`config.mk`:
```
export PLATFORM = sky130hd
export DESIGN_NAME = beamformer_sequencer
export DESIGN_NICKNAME = d
export VERILOG_FILES = /design/src/rtl/bf_pkg.sv /design/src/rtl/bf_delay_line.sv /design/src/rtl/beamformer_sequencer.sv
export SDC_FILE = /design/constraint.sdc
export NUM_CORES = 1
export LEC_CHECK = 0
export CORE_AREA = 5 5 90 92
export DETAILED_ROUTE_END_ITERATION = 8
export DIE_AREA = 0 0 95 97
export PLACE_DENSITY = 0.74
export SETUP_SLACK_MARGIN = 0.02
export SYNTH_ARGS = -nofsm -noshare
export SYNTH_HDL_FRONTEND = slang
export SYNTH_SLANG_ARGS = --single-unit
```
`constraint.sdc`:
```
create_clock -name clk -period 6.7 [get_ports clk]
set_input_delay 1.34 -clock clk [delete_from_list [all_inputs] [get_ports clk]]
set_output_delay 1.34 -clock clk [all_outputs]
set_load 0.005 [all_outputs]
```
`src/rtl/bf_pkg.sv`:
```
// Shared types and encodings for the beamformer sequencer and its datapath.
// The slice_state encodings are also used by the downstream datapath.
package bf_pkg;

  typedef enum logic [2:0] {
    ST_IDLE,
    ST_PRIME,
    ST_SLICE1,
    ST_SLICE2,
    ST_SLICE3,
    ST_DRAIN,
    ST_READOUT
  } bf_state_e;

  localparam logic [1:0] SLICE_IDLE_DELAY = 2'd0;
  localparam logic [1:0] SLICE1           = 2'd1;
  localparam logic [1:0] SLICE2           = 2'd2;
  localparam logic [1:0] SLICE3           = 2'd3;

endpackage

```
`src/rtl/bf_delay_line.sv`:
```
// Fixed-depth shift register used to align control bits with the RAM read latency.
// DEPTH must be at least 1; clr_i flushes every stage synchronously.
module bf_delay_line #(
  parameter int W     = 1,
  parameter int DEPTH = 1
) (
  input  logic         clk_i,
  input  logic         rst_i,
  input  logic         clr_i,
  input  logic [W-1:0] d_i,
  output logic [W-1:0] q_o
);

  logic [W-1:0] pipe_q [DEPTH];

  always_ff @(posedge clk_i or posedge rst_i) begin
    if (rst_i) begin
      for (int i = 0; i < DEPTH; i++) pipe_q[i] <= '0;
    end else if (clr_i) begin
      for (int i = 0; i < DEPTH; i++) pipe_q[i] <= '0;
    end else begin
      pipe_q[0] <= d_i;
      for (int i = 1; i < DEPTH; i++) pipe_q[i] <= pipe_q[i-1];
    end
  end

  assign q_o = pipe_q[DEPTH-1];

endmodule

```
`src/rtl/beamformer_sequencer.sv`:
```
// Sequencer driving the BRAM delay-beamformer: prime, three input slices, drain, readout.
// Handshake: start is a 1-cycle request honoured only in IDLE; abort wins over every transition.
module beamformer_sequencer
  import bf_pkg::*;
#(
  parameter int ADDR_W    = 11,
  parameter int IDX_W     = 16,
  parameter int SLICE_LEN = 682,
  parameter int PRIME_CYC = 4,
  parameter int RAM_LAT   = 1,
  parameter int DRAIN_CYC = 16,
  parameter int OUT_LEN   = 2048
) (
  input  logic              clk,
  input  logic              rst,
  input  logic              start,
  input  logic              abort,
  input  logic              usedataflag,
  output logic              startbeamformer,
  output logic              readinen,
  output logic [ADDR_W-1:0] readin_address,
  output logic [1:0]        slice_state,
  output logic [IDX_W-1:0]  sample_index,
  output logic              sumouten,
  output logic [ADDR_W-1:0] sumout_address,
  output logic              out_valid,
  output logic              busy,
  output logic              done,
  output bf_state_e         state_dbg
);

  localparam int PH_W = $clog2(SLICE_LEN + PRIME_CYC + 1);
  localparam int DR_W = $clog2(DRAIN_CYC + 1);
  localparam int OC_W = ADDR_W + 1;

  localparam logic [PH_W-1:0] PRIME_LAST = PH_W'(PRIME_CYC - 1);
  localparam logic [PH_W-1:0] SLICE_LAST = PH_W'(SLICE_LEN - 1);
  localparam logic [DR_W-1:0] DRAIN_LAST = DR_W'(DRAIN_CYC - 1);
  localparam logic [OC_W-1:0] OUT_END    = OC_W'(OUT_LEN);
  localparam logic [OC_W-1:0] OUT_LAST   = OC_W'(OUT_LEN - 1);

  bf_state_e         state_q, state_d;
  logic [PH_W-1:0]   phase_q, phase_d;
  logic [ADDR_W-1:0] addr_q, addr_d;
  logic [DR_W-1:0]   drain_q, drain_d;
  logic [OC_W-1:0]   out_cnt_q, out_cnt_d;
  logic [IDX_W-1:0]  idx_hold_q, idx_hold_d;
  logic [ADDR_W:0]   rd_dl;
  logic [1:0]        ov_dl;
  logic              clr_w;
  logic              last_w;

  always_comb begin
    state_d         = state_q;
    phase_d         = phase_q;
    addr_d          = addr_q;
    drain_d         = drain_q;
    out_cnt_d       = out_cnt_q;
    startbeamformer = 1'b0;
    readinen        = 1'b0;
    slice_state     = SLICE_IDLE_DELAY;
    unique case (state_q)
      ST_IDLE: if (start) state_d = ST_PRIME;
      ST_PRIME: begin
        startbeamformer = 1'b1;
        if (phase_q == PRIME_LAST) begin
          phase_d = '0;
          state_d = ST_SLICE1;
        end else begin
          phase_d = phase_q + 1'b1;
        end
      end
      ST_SLICE1, ST_SLICE2, ST_SLICE3: begin
        startbeamformer = 1'b1;
        readinen        = 1'b1;
        addr_d          = addr_q + 1'b1;
        slice_state     = (state_q == ST_SLICE1) ? SLICE1 :
                          (state_q == ST_SLICE2) ? SLICE2 : SLICE3;
        if (phase_q == SLICE_LAST) begin
          phase_d = '0;
          state_d = (state_q == ST_SLICE1) ? ST_SLICE2 :
                    (state_q == ST_SLICE2) ? ST_SLICE3 : ST_DRAIN;
        end else begin
          phase_d = phase_q + 1'b1;
        end
      end
      ST_DRAIN: begin
        // Beamformer keeps running on slice 3 data until its output goes quiet.
        startbeamformer = 1'b1;
        slice_state     = SLICE3;
        if (usedataflag) begin
          drain_d = '0;
        end else if (drain_q == DRAIN_LAST) begin
          drain_d = '0;
          state_d = ST_READOUT;
        end else begin
          drain_d = drain_q + 1'b1;
        end
      end
      ST_READOUT: begin
        if (sumouten) out_cnt_d = out_cnt_q + 1'b1;
        if (done) state_d = ST_IDLE;
      end
      default: state_d = ST_IDLE;
    endcase
    if (abort) state_d = ST_IDLE;
    if (state_d == ST_IDLE) begin
      phase_d   = '0;
      addr_d    = '0;
      drain_d   = '0;
      out_cnt_d = '0;
    end
  end

  assign clr_w          = (state_d == ST_IDLE);
  assign busy           = (state_q != ST_IDLE);
  assign readin_address = addr_q;
  assign sumouten       = (state_q == ST_READOUT) && (out_cnt_q < OUT_END);
  assign sumout_address = out_cnt_q[ADDR_W-1:0];
  assign last_w         = sumouten && (out_cnt_q == OUT_LAST);
  assign state_dbg      = state_q;

  // Address travels with its read enable so sample_index only moves on real reads.
  bf_delay_line #(.W(ADDR_W + 1), .DEPTH(RAM_LAT)) u_idx_dly (
    .clk_i (clk),
    .rst_i (rst),
    .clr_i (clr_w),
    .d_i   ({readinen, readin_address}),
    .q_o   (rd_dl)
  );

  bf_delay_line #(.W(2), .DEPTH(RAM_LAT)) u_ov_dly (
    .clk_i (clk),
    .rst_i (rst),
    .clr_i (clr_w),
    .d_i   ({sumouten, last_w}),
    .q_o   (ov_dl)
  );

  assign out_valid    = ov_dl[1];
  assign done         = ov_dl[0];
  assign sample_index = rd_dl[ADDR_W] ? IDX_W'(rd_dl[ADDR_W-1:0]) : idx_hold_q;
  assign idx_hold_d   = clr_w ? '1 : sample_index;

  always_ff @(posedge clk or posedge rst) begin
    if (rst) begin
      state_q    <= ST_IDLE;
      phase_q    <= '0;
      addr_q     <= '0;
      drain_q    <= '0;
      out_cnt_q  <= '0;
      idx_hold_q <= '1;
    end else begin
      state_q    <= state_d;
      phase_q    <= phase_d;
      addr_q     <= addr_d;
      drain_q    <= drain_d;
      out_cnt_q  <= out_cnt_d;
      idx_hold_q <= idx_hold_d;
    end
  end

endmodule
```
### Yosys cells after proc, flatten, opt, wreduce, memory -nomap -nowiden

Index checks and enable logic that the tools add are counted.

* output and inout port bits: 49
* latch bits: 0
* bits of input ports: 5
* register bits after elaboration: 71
* memories kept: 0
* memory bits (writable): 0
* ROM bits: 0
* logic and storage cells: 68

* add/sub/neg operators: 4
* bitwise gates (word level): 0
* div/mod/pow operators: 0
* $lt $le $gt $ge: 1
* multiplexer cells: 32
* reductions and logical operators: 13
* $mul: 0
* shift-type cells: 0
* equality and inequality tests: 10

Operators by type and width (number)
* 12-bit 2-to-1 mux: 4
* 16-bit 2-to-1 mux: 2
* 10-bit 2-to-1 mux: 3
* 3-bit 2-to-1 mux: 8
* 11-bit 2-to-1 mux: 2
* 5-bit 2-to-1 mux: 4
* 10-bit case mux with 2 select lines: 1
* 3-bit case mux with 5 select lines: 1
* 12-bit by 1-bit adder with 12-bit output, second input constant: 1
* 12-bit by 11-bit equality test with 1-bit output, second input constant: 1
* 12-bit less-than comparator, second input constant: 1
* 11-bit by 1-bit adder with 11-bit output, second input constant: 1
* 10-bit by 1-bit adder with 10-bit output, second input constant: 1
* 10-bit equality test, second input constant: 1
* 10-bit by 2-bit equality test with 1-bit output, second input constant: 1
* 3-bit equality test, second input constant: 3
* 2-bit nonzero test: 4
* 3-bit by 2-bit equality test with 1-bit output, second input constant: 2
* 3-bit zero test: 2
* 3-bit nonzero test: 2
* 5-bit by 1-bit adder with 5-bit output, second input constant: 1
* 5-bit by 4-bit equality test with 1-bit output, second input constant: 1
* 5-bit OR reduction: 1
* 1-bit 2-to-1 mux: 4
* 6 further kinds: 8

### Longest topological paths before layout

Gate-level depths: netlist of run 1.

* word-level depth: 9
* depth in mapped cells: 8
* mapped depth without buffers: 7

### By module

Synthesis of run 1 repeated with hierarchy kept, for this count alone.

* cell total of the unflattened synthesis: 351
* area, all modules: 3594.7 um^2

By module, submodules not included
* beamformer_sequencer: seq. area each 1446.4 um^2, area an instance 3098.0 um^2, cells each 320, times used 1
* bf_delay_line at u_idx_dly: seq. area each 300.3 um^2, area an instance 430.4 um^2, cells each 26, times used 1
* bf_delay_line at u_ov_dly: seq. area each 50.0 um^2, area an instance 66.3 um^2, cells each 5, times used 1

### Least setup slack after synthesis of run 1

No wires, ideal clock.

* kind: input-to-reg
* from: input port usedataflag
* to: register u_idx_dly.pipe_q, in the netlist u_idx_dly.q_o[10]
* required time: 6.581 ns
* stages: 6
* setup time: 0.119 ns
* path slack: 3.885 ns
* arrival time: 2.696 ns
* cell sequence: clkbuf_1 -> nor2_1 -> a221oi_1 -> a41oi_2 -> clkbuf_2 -> and2_1

* word-level cells in the longest chain between the ends: 5

RTL lines
* start: declaration: line beamformer_sequencer.sv:18 `input logic usedataflag,`
* 3-bit 2-to-1 mux: line beamformer_sequencer.sv:91 `if (usedataflag) begin`
* 3-bit case mux with 5 select lines: line beamformer_sequencer.sv:62 `unique case (state_q)`
* 3-bit 2-to-1 mux: line beamformer_sequencer.sv:106 `if (abort) state_d = ST_IDLE;`
* 3-bit zero test: line beamformer_sequencer.sv:115 `assign clr_w = (state_d == ST_IDLE);`
* 12-bit 2-to-1 mux: line bf_delay_line.sv:19 `end else if (clr_i) begin`
* end: declaration: line bf_delay_line.sv:14 `logic [W-1:0] pipe_q [DEPTH];`

No other way between the ends.
A chain may end at the register's enable or synchronous reset.

### Worst setup path in the final report of run 1

* from: register state_q[2], in the netlist state_dbg[2]
* to: output port readinen

* word-level cells in the longest chain between the ends: 3
* elaborated cells between the ends (all ways): 5
* those cells by class: eq/ne (3); mux (1); reduce/logical (1)

RTL lines
* start: declaration: line beamformer_sequencer.sv:42 `bf_state_e state_q, state_d;`
* start signal: assignment: line beamformer_sequencer.sv:154 `state_q <= state_d;`
* 3-bit by 2-bit equality test with 1-bit output / 3-bit equality test (equally long branches): line beamformer_sequencer.sv:62
* 3-bit OR reduction *: line beamformer_sequencer.sv:62
* 1-bit 2-to-1 mux *: line beamformer_sequencer.sv:62
* end: declaration: line beamformer_sequencer.sv:20 `output logic readinen,`

Mark *: on every way between the ends. The rest lies on a longest branch, timed or not.

==> results.cfg, run 1 <==
[critical_path]
crit_path_top_delay_cell = dfrtp_1
r2r-end = out_cnt_q[5]
required_ns = 5.36
cp_max_fo = 18
cp_cell_sequence = or3b_2, nand2_1, clkdlybuf4s50_1
slowest_delay_ns = 0.66
r2r_setup_slack_ns = 3.73
worstReg2RegStart = phase_q[0]
rr_worst_depth = 7
criticalPathCategory = flop to output port
startpoint_type = flop
arrival_ns = 2.31
critPathCaptureType = output port

[pwr]
p_total_w = 0.000819
power_leakage_nw = 1.71
peakVddDrop_uv = 114
power_density_mw_per_mm2 = 193

[sta]
rsz0062_at_grt = no
finalHoldViolCount = 0
skew_ns = 0.0102
max_freq_mhz = 274
tns_ns = 0
setup_violations = 0
min_period_ns = 3.65
max-slew-margin-rel_pct = 41.8
fin_crit_sh_pct = 54.5
tightest_slew_ns = 0.873
slew_violations = 0

[floorplanning]
pin_count = 54
rows = 31
die-area_sq_mm = 0.00922
die_w_um = 95
initial_core_util_pct = 49.2
coreArea_sq_mm = 0.00714
die_y_um = 97

[logic_synthesis]
synth_warnings = 0
synth-edff-count = 0
synth_ff_type = dfrtp_1
syn_nets = 348
syn-cell-area_sq_mm = 0.00351
ys_ff_latch = 71
syn_avg_cell_area_sq_um = 10.4
syn-instance-count = 338
yosysSeqAreaShare_pct = 51.1
async_reset_ff_share_pct = 100
ys_types = 53

[placement]
gp_congestion = 0.824
place_area_sq_mm = 0.00404
dpl.hpwl_um = 4870
io_buffers = 53

[routing]
vias = 2609
routed_via_density = 5.40
drt-initial-drc-count = 93
routed_wl_um = 7250
drcViolationCount = 0
wl_per_cell_um = 15.0
ant_nets = 0
firstDrtPassIters = 4

[cts]
clock_latency_ns = 0.36
cts_made_buffers = 9
ctsHoldBuffers = 0
cts_tree = done
clkSlewWorstSetupHoldPaths_ns = 0.08
cts_resized = 0
cts.htree.levels = 3
clock-sinks = 71
cts_buffer_depth = 2
cts_setup_buffers = 0
cts_root_buffer = clkbuf_8

[cells_and_area]
final_common_cell = dfrtp_1
fin_area_sq_mm = 0.00425
seq_area_sq_mm = 0.00180
mostFrequentLayoutCells = dfrtp_1 (55), clkdlybuf4s50_1 (53), nor2_1 (41)
syn_to_final_growth_pct = 20.9
fillers = 618
drive_above_1_share_pct = 14.8
multi_input_area_sq_mm = 0.00155
diodes = 0
fin_nets = 389

[worst_hold_path]
whs_path_depth = 2
hp-class = flop to flop
whs_endpoint = out_cnt_q[11]
min_from = out_cnt_q[11]

[global_routing]
grt_pass1_wl_um = 12500
grt_overflow = 0
grt_use_total_pct = 17.1
grt_max_degree = 72
grt_pass1_vias = 2516
antenna_found_initial = 0

[flow_run]
maxCapViolCount = 0

[outcome]
outcome = completed
-- where the power goes --
part | internal (W) | switching (W)
combinational | 0.00000986 | 0.0000271
clock | 0.000184 | 0.000165
sequential | 0.000430 | 0.00000320
total | 0.000623 | 0.000196
-- through the flow --
step	hold slack (ns)	instances	utilization, %	setup slack (ns)
finish	0.518	483	59.5	3.05
global route	0.576	483	59.5	2.93
CTS	0.524	483	59.5	3.05
detailed placement	0.507	467	56.7	2.87
global placement	0.480	467	56.7	2.96
floorplan	0.463	338	-	3.59
-- cells by family (layout without fill, tap and decap cells) --
logic type | Yosys count | count (layout) | share of synthesized area, %
and+or+nand+nor | 152 | 152 | 22.9
DFF | 71 | 71 | 51.1
AOI/OAI and AO/OA | 43 | 43 | 9.65
buffers and inverters | 31 | 77 | 4.73
xor gates and xnor gates | 23 | 23 | 5.73
muxes | 13 | 13 | 4.09
adders and majority gates | 5 | 5 | 1.78
-- worst max-delay path: cells and delay by family, from the launching register on --
| family | cells | cell delay (ns) |
|---|---|---|
| buf+inv | 1 | 0.55 |
| flops | 1 | 0.66 |
| simple gates | 2 | 0.75 |
-- synth_stat cells, drive strengths merged (5+ instances only) --
cell type	number	area share, %
dfrtp	55	39
nor2	41	4.4
nand2	22	2.3
buf	17	3.2
dfstp	16	12
nand3	15	2.1
xor2	14	3.5
and2	13	2.3
a21oi	11	1.6
mux2	11	3.5
or2	11	2.0
nor3	10	1.7
clkbuf	9	1.0
xnor2	9	2.2
nand2b	7	1.2
nand4	7	1.2
nor2b	7	1.2
o21ai	7	1.0
a311oi	5	2.1
and3	5	0.89
ha	5	1.8
inv	5	0.53
-- cell type report --
type / count / share of cell area [%]
Timing Repair Buffer: 56 / 13.0
Multi-Input combinational cell: 236 / 36.5
Tap cell: 99 / 2.92
Clock inverter: 6 / 1.56
Sequential cell: 71 / 42.3
Clock buffer: 10 / 3.24
Inverter: 5 / 0.442
-- metal layers --
layer  track usage, %  share of wire, %
met2             25.9                49
met5                0                 0
met4             5.55               1.5
met1             23.2                45
met3             5.51               4.1
-- state kept, by name, indices dropped and copies added (netlist names) --
register,count
drain_q,5
idx_hold_q,16
out_cnt_q,12
phase_q,10
readin_address,11
state_dbg,3
u_idx_dly.q_o,12
u_ov_dly.q_o,2
-- how the worst max path moves through the flow --
stage | to | start
final | readinen | state_dbg[2]
after floorplan | drain_q[0] | rst
after global routing | readinen | state_dbg[2]
after CTS | readinen | state_dbg[2]
after global placement | out_cnt_q[1] | usedataflag
after detailed placement | out_cnt_q[5] | usedataflag
Power figures use the tool's default switching activity.
==> inputs of run 2 (changes only) <==
==> constraint.sdc (replaced) <==
create_clock -name clk -period 3.5 [get_ports clk]
set_input_delay 0.7 -clock clk [delete_from_list [all_inputs] [get_ports clk]]
set_output_delay 0.7 -clock clk [all_outputs]
set_load 0.005 [all_outputs]
==> run 2 against run 1 <==
  * Largest cell class unchanged
  * Register-to-register slack worse by 2.9 ns
  * Combinational power grew 98%
  * Critical path type unchanged
  * Global-route usage is 0.10 points higher
  * Clock skew about the same
  * Final area rose by 0.18%
  * Clock power is 86% higher
  * Cell count rose by 0.41%
  * Sequential share of layout area fell by 0.075 points
  * Power is 89% higher
  * Worst hold slack lost 0.012 ns
  * Setup slack worse by 2.5 ns
==> results.cfg, run 2 (synthesis results as in run 1) <==
[outcome]
outcome = completed

[global_routing]
antenna_found_initial = 0
grt_pass1_wl_um = 12500
grt_max_degree = 42
grt_overflow = 0
grt_pass1_vias = 2512
grt_use_total_pct = 17.2

[cells_and_area]
fin_area_sq_mm = 0.00426
diodes = 0
largest_reg_flops = 16
fin_cells = 485
mostFrequentLayoutCells = dfrtp_1 (55), clkdlybuf4s50_1 (53), nor2_1 (41)
fin_nets = 391
drive_above_1_share_pct = 15.0
regMostFlops = idx_hold_q
final_common_cell = dfrtp_1
syn_to_final_growth_pct = 21.1

[cts]
cts.htree.levels = 3
cts_buffer_depth = 2
clock_latency_ns = 0.34
cts_resized = 0
cts_made_buffers = 9
cts_tree = done
clock-sinks = 71
cts_setup_buffers = 0
ctsHoldBuffers = 0
cts_root_buffer = clkbuf_8
clkSlewWorstSetupHoldPaths_ns = 0.07

[worst_hold_path]
whs_path_depth = 2
whs_endpoint = out_cnt_q[11]
hp-class = flop to flop
min_from = out_cnt_q[11]

[sta]
setup_violations = 0
rsz0062_at_grt = no
skew_ns = 0.00978
finalHoldViolCount = 0
slew_violations = 0
tightest_slew_ns = 0.928
tns_ns = 0
min_period_ns = 2.98
max-slew-margin-rel_pct = 37.7
worst_hold_slack_ns = 0.506
max_freq_mhz = 335
fin_crit_sh_pct = 85.3

[placement]
place_area_sq_mm = 0.00406
gp_congestion = 0.871
dp_cells = 469
dpl.hpwl_um = 4940
io_buffers = 53

[routing]
wl_per_cell_um = 14.9
vias = 2515
routed_via_density = 5.19
drcViolationCount = 0
drt-initial-drc-count = 111
firstDrtPassIters = 4
ant_nets = 0
routed_wl_um = 7220

[floorplanning]
die_w_um = 95
pin_count = 54
rows = 31
die-area_sq_mm = 0.00922
coreArea_sq_mm = 0.00714
die_y_um = 97
initial_core_util_pct = 49.2

[critical_path]
startpoint_type = flop
worstReg2RegStart = phase_q[0]
r2r-end = u_ov_dly.q_o[0]
arrival_ns = 2.28
required_ns = 2.80
cp_max_fo = 18
criticalPathCategory = flop to output port
critPathCaptureType = output port
rr_worst_depth = 6
r2r_setup_slack_ns = 0.81

[pwr]
p_total_w = 0.00155
power_leakage_nw = 1.71
power_density_mw_per_mm2 = 364
peakVddDrop_uv = 225

[flow_run]
maxCapViolCount = 0
run 2: cell count changes in the layout (fill, tap and decap cells not counted), sizes merged:
cell	previous run	this run
buf	3	5
clkinv	3	2
clkinvlp	0	1
run 2: worst max path at each step:
stage	startpoint	slack, ns	cells past startpoint	to
5_1_grt	state_dbg[2]	0.39	3	readinen
6_report	state_dbg[2]	0.52	3	readinen
3_3_place_gp	usedataflag	0.64	5	u_ov_dly.q_o[0]
2_1_floorplan	rst	1.03	1	drain_q[0]
3_5_place_dp	usedataflag	0.58	5	u_ov_dly.q_o[0]
4_1_cts	state_dbg[2]	0.52	3	readinen
run 2: layout make-up:
type	count	area (sq um)
clock inverter	6	68.8
tap	99	124
clock buffer	10	128
multi-input combinational	236	1550
inverter	5	18.8
fill	631	2880
sequential	71	1800
timing repair buffer	58	568
run 2: critical path, stage by stage (launching register included):
cell and delay, ns:
dfrtp_1 0.64, or3b_2 0.54, nand2_1 0.21, clkdlybuf4s50_1 0.55
run 2: layer usage:
layer / track usage, % / vias up / wire length [um]
met2: 27.1 / 55 / 3580
li1: - / 1242 / -
met3: 3.88 / 10 / 295
met4: 7.33 / 0 / 135
met5: 0 / - / 0
met1: 22.7 / 1208 / 3220
run 2: power breakdown:
group	internal, W	total, W	switching [W]
registers	0.000823	0.000829	0.00000601
clock network	0.000334	0.000649	0.000314
logic	0.0000208	0.0000733	0.0000524
total	0.00118	0.00155	0.000373
run 2: through the flow:
stage,utilization (%),worst slack (ns)
after detailed placement,56.9,0.578
after global placement,56.9,0.645
after global routing,59.6,0.386
final,59.6,0.516
after floorplan,-,1.03
after CTS,59.6,0.515
